`src/rtl/queue_pkg.sv`:
```
`default_nettype none
// ============================================================================
//  Module      : queue_pkg
//  Description : Shared types and helpers for the queue forwarder: FSM state
//                encoding, index-width derivation and saturating increment.
//  Revision    : 1.0 - initial release
// ============================================================================
package queue_pkg;

    // Forwarder transaction phases.
    typedef enum logic [1:0] {
        FWD_IDLE = 2'd0,
        FWD_SEND = 2'd1,
        FWD_ACK  = 2'd2
    } fwd_state_t;

    // Widest counter the saturating helper can handle.
    localparam int c_SAT_MAX_W = 64;

    // Width of a queue index; a single queue still needs one bit of port.
    function automatic int id_width(input int n);
        return (n > 1) ? $clog2(n) : 1;
    endfunction

    // Increment value, holding at the all-ones pattern of the given width.
    function automatic logic [c_SAT_MAX_W-1:0] sat_inc(
        input logic [c_SAT_MAX_W-1:0] value,
        input int                     width
    );
        logic [c_SAT_MAX_W-1:0] max_v;
        max_v = {c_SAT_MAX_W{1'b1}} >> (c_SAT_MAX_W - width);
        return (value >= max_v) ? max_v : value + 64'd1;
    endfunction

endpackage
`default_nettype wire

```
`src/rtl/queue_forwarder_sat_counter.sv`:
```
`default_nettype none
// ============================================================================
//  Module      : sat_counter
//  Description : Event counter that sticks at all-ones instead of wrapping.
//                COUNTER_SIZE may be at most 64 bits.
//  Revision    : 1.0 - initial release
// ============================================================================
module sat_counter
    import queue_pkg::*;
#(
    parameter int COUNTER_SIZE = 32
) (
    input  logic                    clock,
    input  logic                    reset,
    input  logic                    inc,
    input  logic                    clear,
    output logic [COUNTER_SIZE-1:0] count
);

    logic [COUNTER_SIZE-1:0] r_count;

    // Count events; clear wins over a simultaneous increment.
    always_ff @(posedge clock or negedge reset) begin
        if (!reset) begin
            r_count <= '0;
        end else if (clear) begin
            r_count <= '0;
        end else if (inc) begin
            r_count <= COUNTER_SIZE'(sat_inc(64'(r_count), COUNTER_SIZE));
        end
    end

    assign count = r_count;

endmodule
`default_nettype wire

```
`src/rtl/queue_forwarder.sv`:
```
`default_nettype none
// ============================================================================
//  Module      : queue_forwarder
//  Description : Takes a scheduler grant, pops the head packet of the granted
//                queue, forwards it over valid/ready and pulses consumed when
//                the transaction is done. Grants on empty queues are dropped
//                but still acknowledged. Keeps saturating served/dropped
//                counters per queue.
//  Revision    : 1.0 - initial release
// ============================================================================
module queue_forwarder
    import queue_pkg::*;
#(
    parameter int NUMBER_OF_QUEUES = 4,
    parameter int PACKET_SIZE      = 64,
    parameter int COUNTER_SIZE     = 32,
    parameter int ID_W             = id_width(NUMBER_OF_QUEUES)
) (
    input  logic                                   clock,
    input  logic                                   reset,
    input  logic                                   enable,
    input  logic [ID_W-1:0]                        id,
    input  logic [NUMBER_OF_QUEUES-1:0]            empty,
    input  logic [NUMBER_OF_QUEUES*PACKET_SIZE-1:0] packetsIn,
    output logic [NUMBER_OF_QUEUES-1:0]            pop,
    output logic                                   consumed,
    output logic                                   m_valid,
    input  logic                                   m_ready,
    output logic [PACKET_SIZE-1:0]                 m_packet,
    output logic [ID_W-1:0]                        m_id,
    output logic                                   busy,
    output logic [NUMBER_OF_QUEUES*COUNTER_SIZE-1:0] servedCount,
    output logic [NUMBER_OF_QUEUES*COUNTER_SIZE-1:0] droppedCount
);

    localparam logic [1:0] c_ST_IDLE = FWD_IDLE;
    localparam logic [1:0] c_ST_SEND = FWD_SEND;
    localparam logic [1:0] c_ST_ACK  = FWD_ACK;

    logic [1:0]                  r_state;
    logic [NUMBER_OF_QUEUES-1:0] r_pop;
    logic                        r_consumed;
    logic                        r_valid;
    logic [PACKET_SIZE-1:0]      r_packet;
    logic [ID_W-1:0]             r_id;
    logic                        r_busy;

    logic                        w_id_in_range;
    logic [ID_W-1:0]             w_sel;
    logic [NUMBER_OF_QUEUES-1:0] w_sel_onehot;
    logic [PACKET_SIZE-1:0]      w_head;
    logic                        w_sel_empty;
    logic                        w_grant;
    logic                        w_take;
    logic                        w_drop;
    logic                        w_accept;
    logic [NUMBER_OF_QUEUES-1:0] w_served_inc;
    logic [NUMBER_OF_QUEUES-1:0] w_drop_inc;

    // Out-of-range ids are folded onto queue 0 and always treated as a drop.
    assign w_id_in_range = (32'(id) < 32'(NUMBER_OF_QUEUES));
    assign w_sel         = w_id_in_range ? id : '0;

    // Decode the selected queue: one-hot strobe, head data and empty flag.
    always_comb begin
        w_sel_onehot = '0;
        w_head       = '0;
        w_sel_empty  = 1'b0;
        for (int i = 0; i < NUMBER_OF_QUEUES; i++) begin
            if (w_sel == ID_W'(i)) begin
                w_sel_onehot[i] = 1'b1;
                w_head          = packetsIn[i*PACKET_SIZE +: PACKET_SIZE];
                w_sel_empty     = empty[i];
            end
        end
    end

    assign w_grant  = (r_state == c_ST_IDLE) & enable;
    assign w_take   = w_grant & w_id_in_range & ~w_sel_empty;
    assign w_drop   = w_grant & ~w_take;
    assign w_accept = (r_state == c_ST_SEND) & r_valid & m_ready;

    // Transaction sequencer: IDLE -> SEND -> ACK for real packets,
    // IDLE -> ACK for drops so the scheduler is always re-armed.
    always_ff @(posedge clock or negedge reset) begin
        if (!reset) begin
            r_state    <= c_ST_IDLE;
            r_pop      <= '0;
            r_consumed <= 1'b0;
            r_valid    <= 1'b0;
            r_packet   <= '0;
            r_id       <= '0;
            r_busy     <= 1'b0;
        end else begin
            r_pop      <= '0;
            r_consumed <= 1'b0;
            case (r_state)
                c_ST_IDLE: begin
                    if (w_take) begin
                        r_state  <= c_ST_SEND;
                        r_id     <= w_sel;
                        r_packet <= w_head;
                        r_pop    <= w_sel_onehot;
                        r_valid  <= 1'b1;
                        r_busy   <= 1'b1;
                    end else if (w_drop) begin
                        r_state    <= c_ST_ACK;
                        r_consumed <= 1'b1;
                        r_busy     <= 1'b1;
                    end
                end
                c_ST_SEND: begin
                    if (w_accept) begin
                        r_state    <= c_ST_ACK;
                        r_valid    <= 1'b0;
                        r_consumed <= 1'b1;
                    end
                end
                c_ST_ACK: begin
                    r_state <= c_ST_IDLE;
                    r_busy  <= 1'b0;
                end
                default: begin
                    r_state <= c_ST_IDLE;
                    r_valid <= 1'b0;
                    r_busy  <= 1'b0;
                end
            endcase
        end
    end

    assign pop      = r_pop;
    assign consumed = r_consumed;
    assign m_valid  = r_valid;
    assign m_packet = r_packet;
    assign m_id     = r_id;
    assign busy     = r_busy;

    // Per-queue statistics: completions credited to the latched source id,
    // drops credited to the (folded) granted id.
    generate
        for (genvar q = 0; q < NUMBER_OF_QUEUES; q++) begin : g_counters
            assign w_served_inc[q] = w_accept & (r_id == ID_W'(q));
            assign w_drop_inc[q]   = w_drop & w_sel_onehot[q];

            sat_counter #(
                .COUNTER_SIZE (COUNTER_SIZE)
            ) u_served (
                .clock (clock),
                .reset (reset),
                .inc   (w_served_inc[q]),
                .clear (1'b0),
                .count (servedCount[q*COUNTER_SIZE +: COUNTER_SIZE])
            );

            sat_counter #(
                .COUNTER_SIZE (COUNTER_SIZE)
            ) u_dropped (
                .clock (clock),
                .reset (reset),
                .inc   (w_drop_inc[q]),
                .clear (1'b0),
                .count (droppedCount[q*COUNTER_SIZE +: COUNTER_SIZE])
            );
        end
    endgenerate

endmodule
`default_nettype wire

```
`config.mk`:
```
export PLATFORM = sky130hd
export DESIGN_NAME = queue_forwarder
export DESIGN_NICKNAME = d
export VERILOG_FILES = /design/src/rtl/queue_pkg.sv /design/src/rtl/queue_forwarder_sat_counter.sv /design/src/rtl/queue_forwarder.sv
export SDC_FILE = /design/constraint.sdc
export NUM_CORES = 1
export LEC_CHECK = 0
export ABC_AREA = 1
export CAP_MARGIN = 30
export CORE_MARGIN = 2
export CORE_UTILIZATION = 36
export CTS_CLUSTER_DIAMETER = 120
export DETAILED_ROUTE_END_ITERATION = 8
export PLACE_DENSITY = 0.71
export SYNTH_ARGS = -nofsm -noshare
export SYNTH_HDL_FRONTEND = slang
export SYNTH_HIERARCHICAL = 1
export SYNTH_SLANG_ARGS = --single-unit
```
`constraint.sdc`:
```
create_clock -name clock -period 1.9 [get_ports clock]
set_input_delay 0.285 -clock clock [delete_from_list [all_inputs] [get_ports clock]]
set_output_delay 0.285 -clock clock [all_outputs]
set_load 0.01 [all_outputs]
```
==> results of run 1 <==
final timing paths:
check / to / slack [ns]
setup reg to reg: g_counters[2].u_dropped/count[24]$_DFFE_PN0P_ / 0.10
setup / recovery: droppedCount[69] / 0.01
min in group clock: m_id[1]$_DFFE_PN0P_ / 0.21
hold / removal: g_counters[1].u_served/count[31]$_DFFE_PN0P_ / 0.21
hold reg to reg: m_packet[30]$_DFFE_PN0P_ / 0.48
max in group asynchronous: g_counters[3].u_dropped/count[15]$_DFFE_PN0P_ / 0.89
sequential cells by signal (all words and copies together), names as in the netlist:
signal	flops
r_state	2
g_counters.u_dropped/count	128
consumed	1
m_packet	64
m_id	2
m_valid	1
pop	4
g_counters.u_served/count	128
busy	1
per-stage QoR:
stage	cells	hold slack [ns]	setup WS (ns)	total power, mW
6_report	5076	0.2104	0.01238	22.09
5_1_grt	5076	0.2178	-0.008230	23.07
4_1_cts	5034	0.1883	0.0003140	22.22
3_5_place_dp	4923	0.2445	-0.3698	13.50
3_3_place_gp	4923	0.2382	-0.3747	13.46
2_1_floorplan	3474	-0.01059	-0.08302	10.30
final cells by class:
| class | count | area, µm² | area share |
|---|---|---|---|
| antenna | 11 | 27.53 | 0.0008410 |
| clock buffer | 54 | 1137 | 0.03475 |
| clock inverter | 19 | 295.3 | 0.009021 |
| inverter | 212 | 800.8 | 0.02446 |
| multi-input combinational | 2809 | 12780 | 0.3906 |
| sequential | 331 | 8404 | 0.2568 |
| tap | 782 | 978.4 | 0.02989 |
| timing repair buffer | 858 | 8304 | 0.2537 |
cells by family (layout without fill, tap and decap cells):
family,count (synthesis),after routing,synth area share
AND/OR/NAND/NOR,2438,2438,0.4634
buffers and inverters,334,1143,0.06678
flip-flops,331,331,0.3734
AO/OA/AOI/OAI,307,307,0.07908
XOR/XNOR,32,32,0.01263
adder cells (fa/ha/maj),8,8,0.004513
other,1,35,0.0001691
per-layer routing:
metal  vias to the layer above  wire [µm]  global-route usage
li1                      12540          -                   -
met1                     11960      37000              0.3549
met2                      1054      43420              0.4675
met3                       198       6123             0.04418
met4                         2       4050              0.1246
met5                         -         13                   0
synthesized netlist by cell type, types with 2 or more instances:
cell type	number
sky130_fd_sc_hd__a21oi_1	8
sky130_fd_sc_hd__and2_1	8
sky130_fd_sc_hd__buf_1	8
sky130_fd_sc_hd__buf_2	20
sky130_fd_sc_hd__buf_4	14
sky130_fd_sc_hd__buf_6	20
sky130_fd_sc_hd__clkbuf_1	60
sky130_fd_sc_hd__dfrtp_1	331
sky130_fd_sc_hd__ha_1	8
sky130_fd_sc_hd__inv_1	187
sky130_fd_sc_hd__inv_2	25
sky130_fd_sc_hd__nand2_1	1560
sky130_fd_sc_hd__nand2_4	8
sky130_fd_sc_hd__nand3_1	331
sky130_fd_sc_hd__nand3_4	8
sky130_fd_sc_hd__nand3b_1	32
sky130_fd_sc_hd__nor2_1	339
sky130_fd_sc_hd__nor2_2	17
sky130_fd_sc_hd__nor2_4	17
sky130_fd_sc_hd__nor3_1	52
sky130_fd_sc_hd__o211ai_1	24
sky130_fd_sc_hd__o21ai_0	96
sky130_fd_sc_hd__o21ai_1	131
sky130_fd_sc_hd__o21ai_2	31
sky130_fd_sc_hd__o31ai_1	16
sky130_fd_sc_hd__or2_1	2
sky130_fd_sc_hd__or2_2	63
sky130_fd_sc_hd__xor2_1	32
cells in the final DEF (no fill, tap or decap), types with 8 or more instances in the layout:
master / n
sky130_fd_sc_hd__nand3_4: 10
sky130_fd_sc_hd__diode_2: 11
sky130_fd_sc_hd__nor2_1: 308
sky130_fd_sc_hd__inv_1: 183
sky130_fd_sc_hd__nand3_1: 325
sky130_fd_sc_hd__nand2_4: 8
sky130_fd_sc_hd__o211ai_1: 24
sky130_fd_sc_hd__nor2_2: 28
sky130_fd_sc_hd__dlygate4sd2_1: 119
sky130_fd_sc_hd__nand3b_1: 32
sky130_fd_sc_hd__clkbuf_1: 9
sky130_fd_sc_hd__dlymetal6s2s_1: 17
sky130_fd_sc_hd__a21oi_1: 8
sky130_fd_sc_hd__dfrtp_2: 97
sky130_fd_sc_hd__nand2_1: 1552
sky130_fd_sc_hd__or2_2: 62
sky130_fd_sc_hd__buf_12: 28
sky130_fd_sc_hd__clkbuf_16: 46
sky130_fd_sc_hd__xor2_1: 32
sky130_fd_sc_hd__o31ai_1: 16
sky130_fd_sc_hd__nor2_4: 37
sky130_fd_sc_hd__nand2_2: 8
sky130_fd_sc_hd__dfrtp_1: 234
sky130_fd_sc_hd__clkinv_2: 8
sky130_fd_sc_hd__conb_1: 24
sky130_fd_sc_hd__buf_6: 10
sky130_fd_sc_hd__nor3_1: 48
sky130_fd_sc_hd__and2_1: 8
sky130_fd_sc_hd__buf_4: 220
sky130_fd_sc_hd__o21ai_2: 31
sky130_fd_sc_hd__clkdlybuf4s50_1: 455
sky130_fd_sc_hd__o21ai_0: 91
sky130_fd_sc_hd__o21ai_1: 136
sky130_fd_sc_hd__inv_2: 27
power by group:
| part | total [mW] | internal, mW | switching (mW) |
|---|---|---|---|
| Combinational | 5.16 | 2.65 | 2.52 |
| Sequential | 8.38 | 7.83 | 0.556 |
| Clock | 8.54 | 5.19 | 3.35 |
| Total | 22.1 | 15.7 | 6.43 |
repair_timing:
action,4_1_cts,5_1_grt
hold buffers,1,0
pin swaps,2,10
setup endpoints to repair,470,267
hold endpoints to repair,35,0
buffers inserted,35,28
gates cloned,3,4
resized for setup,227,97
==> metrics.json, run 1 <==
{
  "postLayoutCellArea": {"value": 32730, "unit": "µm²"},
  "achievable_clock_frequency": {"value": 529.8, "unit": "MHz"},
  "tritoncts": {"value": "built"},
  "flow.area_growth_from_synthesis": {"value": 47.55, "unit": "%"},
  "dpl_cell_area": {"value": 30330, "unit": "µm²"},
  "synthDominantCellAreaShare": {"value": 0.3734},
  "path_delay_family": {"value": "buffers and inverters"},
  "floorplan.initialDensity": {"value": 0.3662},
  "first_global_vias": {"value": 24280},
  "timing_startpoint_of_the_critical_path": {"value": "g_counters[2].u_dropped/count[5]$_DFFE_PN0P_"},
  "postRouteWirelength": {"value": 90.61, "unit": "mm"},
  "leakage_power_figure": {"value": 15.41, "unit": "nW"},
  "finalSetupViolations": {"value": 0},
  "critical_path_required": {"value": 1.62, "unit": "ns"},
  "cts_htree_levels": {"value": 2},
  "worst_pin_slew": {"value": 0.6986, "unit": "ns"},
  "numClockSinks": {"value": 331},
  "setup.worst_path.class": {"value": "reg -> out"},
  "synth.lib_cells_used.distinct": {"value": 31},
  "synth.area.top_cells": {"value": "sky130_fd_sc_hd__dfrtp_1 37%, sky130_fd_sc_hd__nand2_1 26%, sky130_fd_sc_hd__nand3_1 7.5%, sky130_fd_sc_hd__nor2_1 5.7%, sky130_fd_sc_hd__inv_1 3.2%"},
  "num_vias": {"value": 25760},
  "track_usage": {"value": 0.2791},
  "finalCoreUtilization": {"value": 0.5403},
  "crit_path_max_fanout": {"value": 5},
  "io_buffers": {"value": 594},
  "seq_cells_post_synth": {"value": 331},
  "final_hold_viol_count": {"value": 0},
  "drt-initial-drc-count": {"value": 2029},
  "synth.yosys.seq_area_share": {"value": 0.3734},
  "synth_enable_flop_cells": {"value": 0},
  "yosys_warnings": {"value": 6},
  "max_slew_margin": {"value": 0.5294},
  "synth-main-ff-cell": {"value": "sky130_fd_sc_hd__dfrtp_1"},
  "largest_net_degree_at_the_start_of_global_routing": {"value": 65},
  "critical_path_depth": {"value": 1},
  "grt_remaining_overflow": {"value": 0},
  "totalNegativeSetupSlack": {"value": 0, "unit": "ns"},
  "critical-path-max-stage-delay": {"value": 0.59, "unit": "ns"},
  "drcViolationCount": {"value": 0},
  "netlist.top_cell.by_area": {"value": "sky130_fd_sc_hd__dfrtp_1"},
  "dieHeight": {"value": 252.2, "unit": "µm"},
  "coreArea": {"value": 60580, "unit": "µm²"},
  "finish.net_count": {"value": 4528},
  "clock-skew-final": {"value": 0.03694, "unit": "ns"},
  "outcome": {"value": "completed"},
  "via_per_inst": {"value": 5.075},
  "min-delay-path-class": {"value": "in -> async"},
  "critical-path-slowest-cell": {"value": "sky130_fd_sc_hd__clkdlybuf4s50_1"},
  "clock_path_buffers": {"value": 3},
  "detailedRoute.firstPassIterationCount": {"value": 6},
  "grt_setup_unrepaired": {"value": "true"},
  "post_route_cells_drive_above_1_share": {"value": 0.1525},
  "rows": {"value": 90},
  "cts_root_buffer": {"value": "sky130_fd_sc_hd__clkbuf_16"},
  "detailed_placer_s_ending_hpwl": {"value": 69.57, "unit": "mm"},
  "num-fill-cells": {"value": 5824},
  "max_cap_viol_count": {"value": 0},
  "syn_area": {"value": 22180, "unit": "µm²"},
  "cp_data_arrival_time": {"value": 1.60, "unit": "ns"},
  "total_die_area": {"value": 63620, "unit": "µm²"},
  "critical_path_buf_inv_count": {"value": 1},
  "clkTransAtPathRegs": {"value": 0.06, "unit": "ns"},
  "cts-buffers-inserted": {"value": 42},
  "cells_on_worst_reg2reg_path": {"value": 11},
  "synthesis.instances": {"value": 3451},
  "layout_worst_path_cycle_share": {"value": 0.9935},
  "dieWidth": {"value": 252.2, "unit": "µm"},
  "worstReg2RegStart": {"value": "r_state[1]$_DFFE_PN0P_"},
  "worstPathCellList": {"value": "clkdlybuf4s50_1"},
  "postRouteAntennaNets": {"value": 0},
  "num_io_pins": {"value": 595},
  "antenna_found_initial": {"value": 20},
  "vdd.ir_drop.worst": {"value": 576.1, "unit": "µV"},
  "wire_length_per_cell_after_detailed_routing": {"value": 17.85, "unit": "µm"},
  "syn-mean-instance-area": {"value": 6.428, "unit": "µm²"},
  "grt_pass1_wl": {"value": 139.5, "unit": "mm"},
  "power_density": {"value": 674.8, "unit": "nW/µm²"},
  "end_kind": {"value": "output port"},
  "asyncSetResetFlopFracSynth": {"value": 1.000},
  "kind_of_start_point_of_the_critical_path": {"value": "register"},
  "clock_latency": {"value": 0.59, "unit": "ns"},
  "timing_max_transition_violations_final": {"value": 0},
  "timing.final.crit_period": {"value": 1.888, "unit": "ns"},
  "place.gp.congestion": {"value": 0.9741}
}
Note: power is estimated with default switching activity, not from simulation.
==> run 2: changes to the inputs <==
GPL_TIMING_DRIVEN = 0   (was unset)
SYNTH_HIERARCHICAL = unset   (was 1)
==> metrics.json, run 2 <==
{
  "clock_path_buffers": {"value": 3},
  "track_usage": {"value": 0.2910},
  "num_vias": {"value": 26340},
  "achievable_clock_frequency": {"value": 535.8, "unit": "MHz"},
  "grt_remaining_overflow": {"value": 0},
  "drt-initial-drc-count": {"value": 1915},
  "synth.area.top_cells": {"value": "sky130_fd_sc_hd__dfrtp_1 37%, sky130_fd_sc_hd__nand2_1 26%, sky130_fd_sc_hd__nand3_1 9.8%, sky130_fd_sc_hd__nor2_1 7.5%, sky130_fd_sc_hd__o21ai_0 5.1%"},
  "grt_pass1_wl": {"value": 144.1, "unit": "mm"},
  "layout_worst_path_cycle_share": {"value": 0.9823},
  "outcome": {"value": "completed"},
  "clock-skew-final": {"value": 0.02289, "unit": "ns"},
  "dieHeight": {"value": 252.6, "unit": "µm"},
  "floorplan.initialDensity": {"value": 0.3624},
  "num_io_pins": {"value": 595},
  "critical-path-max-stage-delay": {"value": 0.56, "unit": "ns"},
  "path_delay_family": {"value": "buffers and inverters"},
  "clock_latency": {"value": 0.59, "unit": "ns"},
  "cp_data_arrival_time": {"value": 1.58, "unit": "ns"},
  "layout_commonest_cell": {"value": "sky130_fd_sc_hd__nand2_1"},
  "worstPathCellList": {"value": "clkdlybuf4s50_1"},
  "asyncSetResetFlopFracSynth": {"value": 1.000},
  "setup.worst_path.class": {"value": "reg -> out"},
  "detailed_placer_s_ending_hpwl": {"value": 73.28, "unit": "mm"},
  "end_kind": {"value": "output port"},
  "postRouteAntennaNets": {"value": 0},
  "tritoncts": {"value": "built"},
  "p_sw": {"value": 4.056, "unit": "mW"},
  "worstHoldPathCells": {"value": 3},
  "coreArea": {"value": 61370, "unit": "µm²"},
  "total_die_area": {"value": 63790, "unit": "µm²"},
  "synth_enable_flop_cells": {"value": 0},
  "postLayoutCellArea": {"value": 31880, "unit": "µm²"},
  "synth-main-ff-cell": {"value": "sky130_fd_sc_hd__dfrtp_1"},
  "p_sw_frac": {"value": 0.2382},
  "detailedRoute.firstPassIterationCount": {"value": 9},
  "via_per_inst": {"value": 5.115},
  "min-delay-path-class": {"value": "in -> reg"},
  "cts-buffers-inserted": {"value": 43},
  "worst_pin_slew": {"value": 0.6842, "unit": "ns"},
  "finish.net_count": {"value": 4595},
  "rows": {"value": 91},
  "netlist.top_cell.by_area": {"value": "sky130_fd_sc_hd__dfrtp_1"},
  "io_buffers": {"value": 592},
  "post_synth_most_frequent_cells": {"value": "1,511 x sky130_fd_sc_hd__nand2_1, 443 x sky130_fd_sc_hd__nor2_1, 437 x sky130_fd_sc_hd__nand3_1"},
  "route.top_layer_used": {"value": "met4"},
  "synthesis.instances": {"value": 3590},
  "crit_path_max_fanout": {"value": 4},
  "synthDominantCellAreaShare": {"value": 0.3724},
  "synth.most_common_cell": {"value": "sky130_fd_sc_hd__nand2_1"},
  "critical-path-slowest-cell": {"value": "sky130_fd_sc_hd__clkdlybuf4s50_1"},
  "wire_length_per_cell_after_detailed_routing": {"value": 18.48, "unit": "µm"},
  "cts_root_buffer": {"value": "sky130_fd_sc_hd__clkbuf_16"},
  "critical_path_required": {"value": 1.62, "unit": "ns"},
  "antenna_found_initial": {"value": 6},
  "largest_net_degree_at_the_start_of_global_routing": {"value": 93},
  "timing.hold.worst.start": {"value": "id[0]"},
  "dieWidth": {"value": 252.6, "unit": "µm"},
  "max_cap_viol_count": {"value": 0},
  "first_global_vias": {"value": 24870},
  "vdd.ir_drop.worst": {"value": 497.0, "unit": "µV"},
  "cts_htree_levels": {"value": 2},
  "timing_max_transition_violations_final": {"value": 0},
  "dpl_cell_area": {"value": 29240, "unit": "µm²"},
  "num-fill-cells": {"value": 6203},
  "drcViolationCount": {"value": 0},
  "max_slew_margin": {"value": 0.5439},
  "kind_of_start_point_of_the_critical_path": {"value": "register"},
  "syn_area": {"value": 22240, "unit": "µm²"},
  "worstReg2RegStart": {"value": "g_counters[0].u_dropped.count[0]$_DFFE_PN0P_"},
  "seq_cells_post_synth": {"value": 331},
  "power.sequential.fraction": {"value": 0.414},
  "internal-power": {"value": 12.98, "unit": "mW"},
  "power_density": {"value": 534.3, "unit": "nW/µm²"},
  "multi_input_comb_area": {"value": 12360, "unit": "µm²"},
  "wl_met2": {"value": 45.68, "unit": "mm"},
  "clkTransAtPathRegs": {"value": 0.06, "unit": "ns"},
  "syn-mean-instance-area": {"value": 6.195, "unit": "µm²"},
  "yosys_warnings": {"value": 0},
  "post_route_cells_drive_above_1_share": {"value": 0.1123},
  "cells_on_worst_reg2reg_path": {"value": 10},
  "final_cell_mix": {"value": "1,503 x sky130_fd_sc_hd__nand2_1, 455 x sky130_fd_sc_hd__clkdlybuf4s50_1, 434 x sky130_fd_sc_hd__nand3_1"},
  "final_hold_viol_count": {"value": 0},
  "area_occupied_by_registers": {"value": 8461, "unit": "µm²"},
  "finalSetupViolations": {"value": 0},
  "combPwrFrac": {"value": 0.073},
  "detail_route.wirelength.met1": {"value": 39.21, "unit": "mm"},
  "synth_fp_nets": {"value": 3864},
  "timing_startpoint_of_the_critical_path": {"value": "g_counters[2].u_served.count[3]$_DFFE_PN0P_"},
  "synth.yosys.seq_area_share": {"value": 0.3724},
  "place.gp.congestion": {"value": 0.9920},
  "postRouteWirelength": {"value": 95.16, "unit": "mm"},
  "critical_path_buf_inv_count": {"value": 1},
  "critical_path_depth": {"value": 1},
  "met3WireLength": {"value": 6.237, "unit": "mm"},
  "timing.final.crit_period": {"value": 1.866, "unit": "ns"},
  "post-layout-total-power": {"value": 17.03, "unit": "mW"},
  "synth.lib_cells_used.distinct": {"value": 37},
  "power.share.clock": {"value": 0.514},
  "numClockSinks": {"value": 331},
  "leakage_power_figure": {"value": 15.05, "unit": "nW"},
  "flow.area_growth_from_synthesis": {"value": 43.32, "unit": "%"}
}
==> run 2: changes by cell type after synthesis, moves of 26 or more <==
cell / change
sky130_fd_sc_hd__nor3_1: -45
sky130_fd_sc_hd__o21ai_2: -26
sky130_fd_sc_hd__nor2_1: +104
sky130_fd_sc_hd__a21oi_1: +37
sky130_fd_sc_hd__buf_2: +32
sky130_fd_sc_hd__or2_2: -60
sky130_fd_sc_hd__nand3b_1: -28
sky130_fd_sc_hd__o21ai_1: -69
sky130_fd_sc_hd__inv_1: +107
sky130_fd_sc_hd__nand2_1: -49
sky130_fd_sc_hd__nand3_1: +106
sky130_fd_sc_hd__o21ai_0: +131
==> run 2: final cells by class <==
| cell class | count | share of cell area |
|---|---|---|
| Multi-Input combinational cell | 2836 | 0.3877 |
| Sequential cell | 331 | 0.2654 |
| Timing Repair Buffer | 687 | 0.2079 |
| Clock buffer | 57 | 0.03890 |
| Inverter | 303 | 0.03584 |
| Tap cell | 790 | 0.03101 |
| Buffer | 119 | 0.02430 |
| Clock inverter | 22 | 0.008557 |
| Antenna cell | 5 | 0.0003925 |
==> run 2: worst paths after layout <==
check / endpoint / slack [ns]
min in group asynchronous: g_counters[0].u_served.count[2]$_DFFE_PN0P_ / 0.28
worst min register to register: m_packet[15]$_DFFE_PN0P_ / 0.48
worst min-delay path: m_id[0]$_DFFE_PN0P_ / 0.05
worst max-delay path: servedCount[67] / 0.03
worst max register to register: g_counters[0].u_dropped.count[31]$_DFFE_PN0P_ / 0.09
max in group asynchronous: g_counters[3].u_dropped.count[28]$_DFFE_PN0P_ / 0.30
==> run 2: power groups by stage <==
stage	Clock, mW	Combinational (mW)	Sequential, mW
global route	9.20	1.35	7.04
CTS	8.91	1.24	7.05
floorplan	0	0.320	7.18
global placement	0	1.21	7.19
finish	8.75	1.24	7.05
detailed placement	0	1.24	7.18
==> run 2: layer usage <==
metal	vias to the layer above	GRT usage
met3	206	0.04696
met4	0	0.1219
li1	12840	-
met5	-	0
met2	1029	0.4959
met1	12270	0.3648
==> run 2: what timing repair did <==
action / in CTS / in global routing
gates cloned: 0 / 0
endpoints found under the hold margin: 71 / 0
buffers inserted: 56 / 35
hold buffers: 1 / 0
pin swaps: 4 / 9
setup endpoints to repair: 495 / 293
gates resized for setup: 284 / 118
==> run 2: kinds of logic after synthesis <==
family	count (synthesis)	synth area share
xor gates and xnor gates	36	0.01418
AOI/OAI and AO/OA	339	0.07713
and+or+nand+nor	2453	0.4500
DFF	331	0.3724
buffers and inverters	423	0.08174
adders and majority gates	8	0.004501
==> run 2: stage by stage <==
stage / setup slack, ns / utilization / setup TNS, ns / std cells / hold slack (ns)
CTS: 0.0001891 / 0.5109 / 0 / 5110 / 0.02474
global placement: -14.76 / 0.4751 / -4989.75 / 4972 / 0.4650
global route: -0.02792 / 0.5194 / -0.1342 / 5150 / 0.05144
floorplan: 0.1380 / - / 0 / 3590 / -0.01059
detailed placement: -1.016 / 0.4765 / -123.52 / 4975 / 0.3030
finish: 0.03364 / 0.5194 / 0 / 5150 / 0.05163
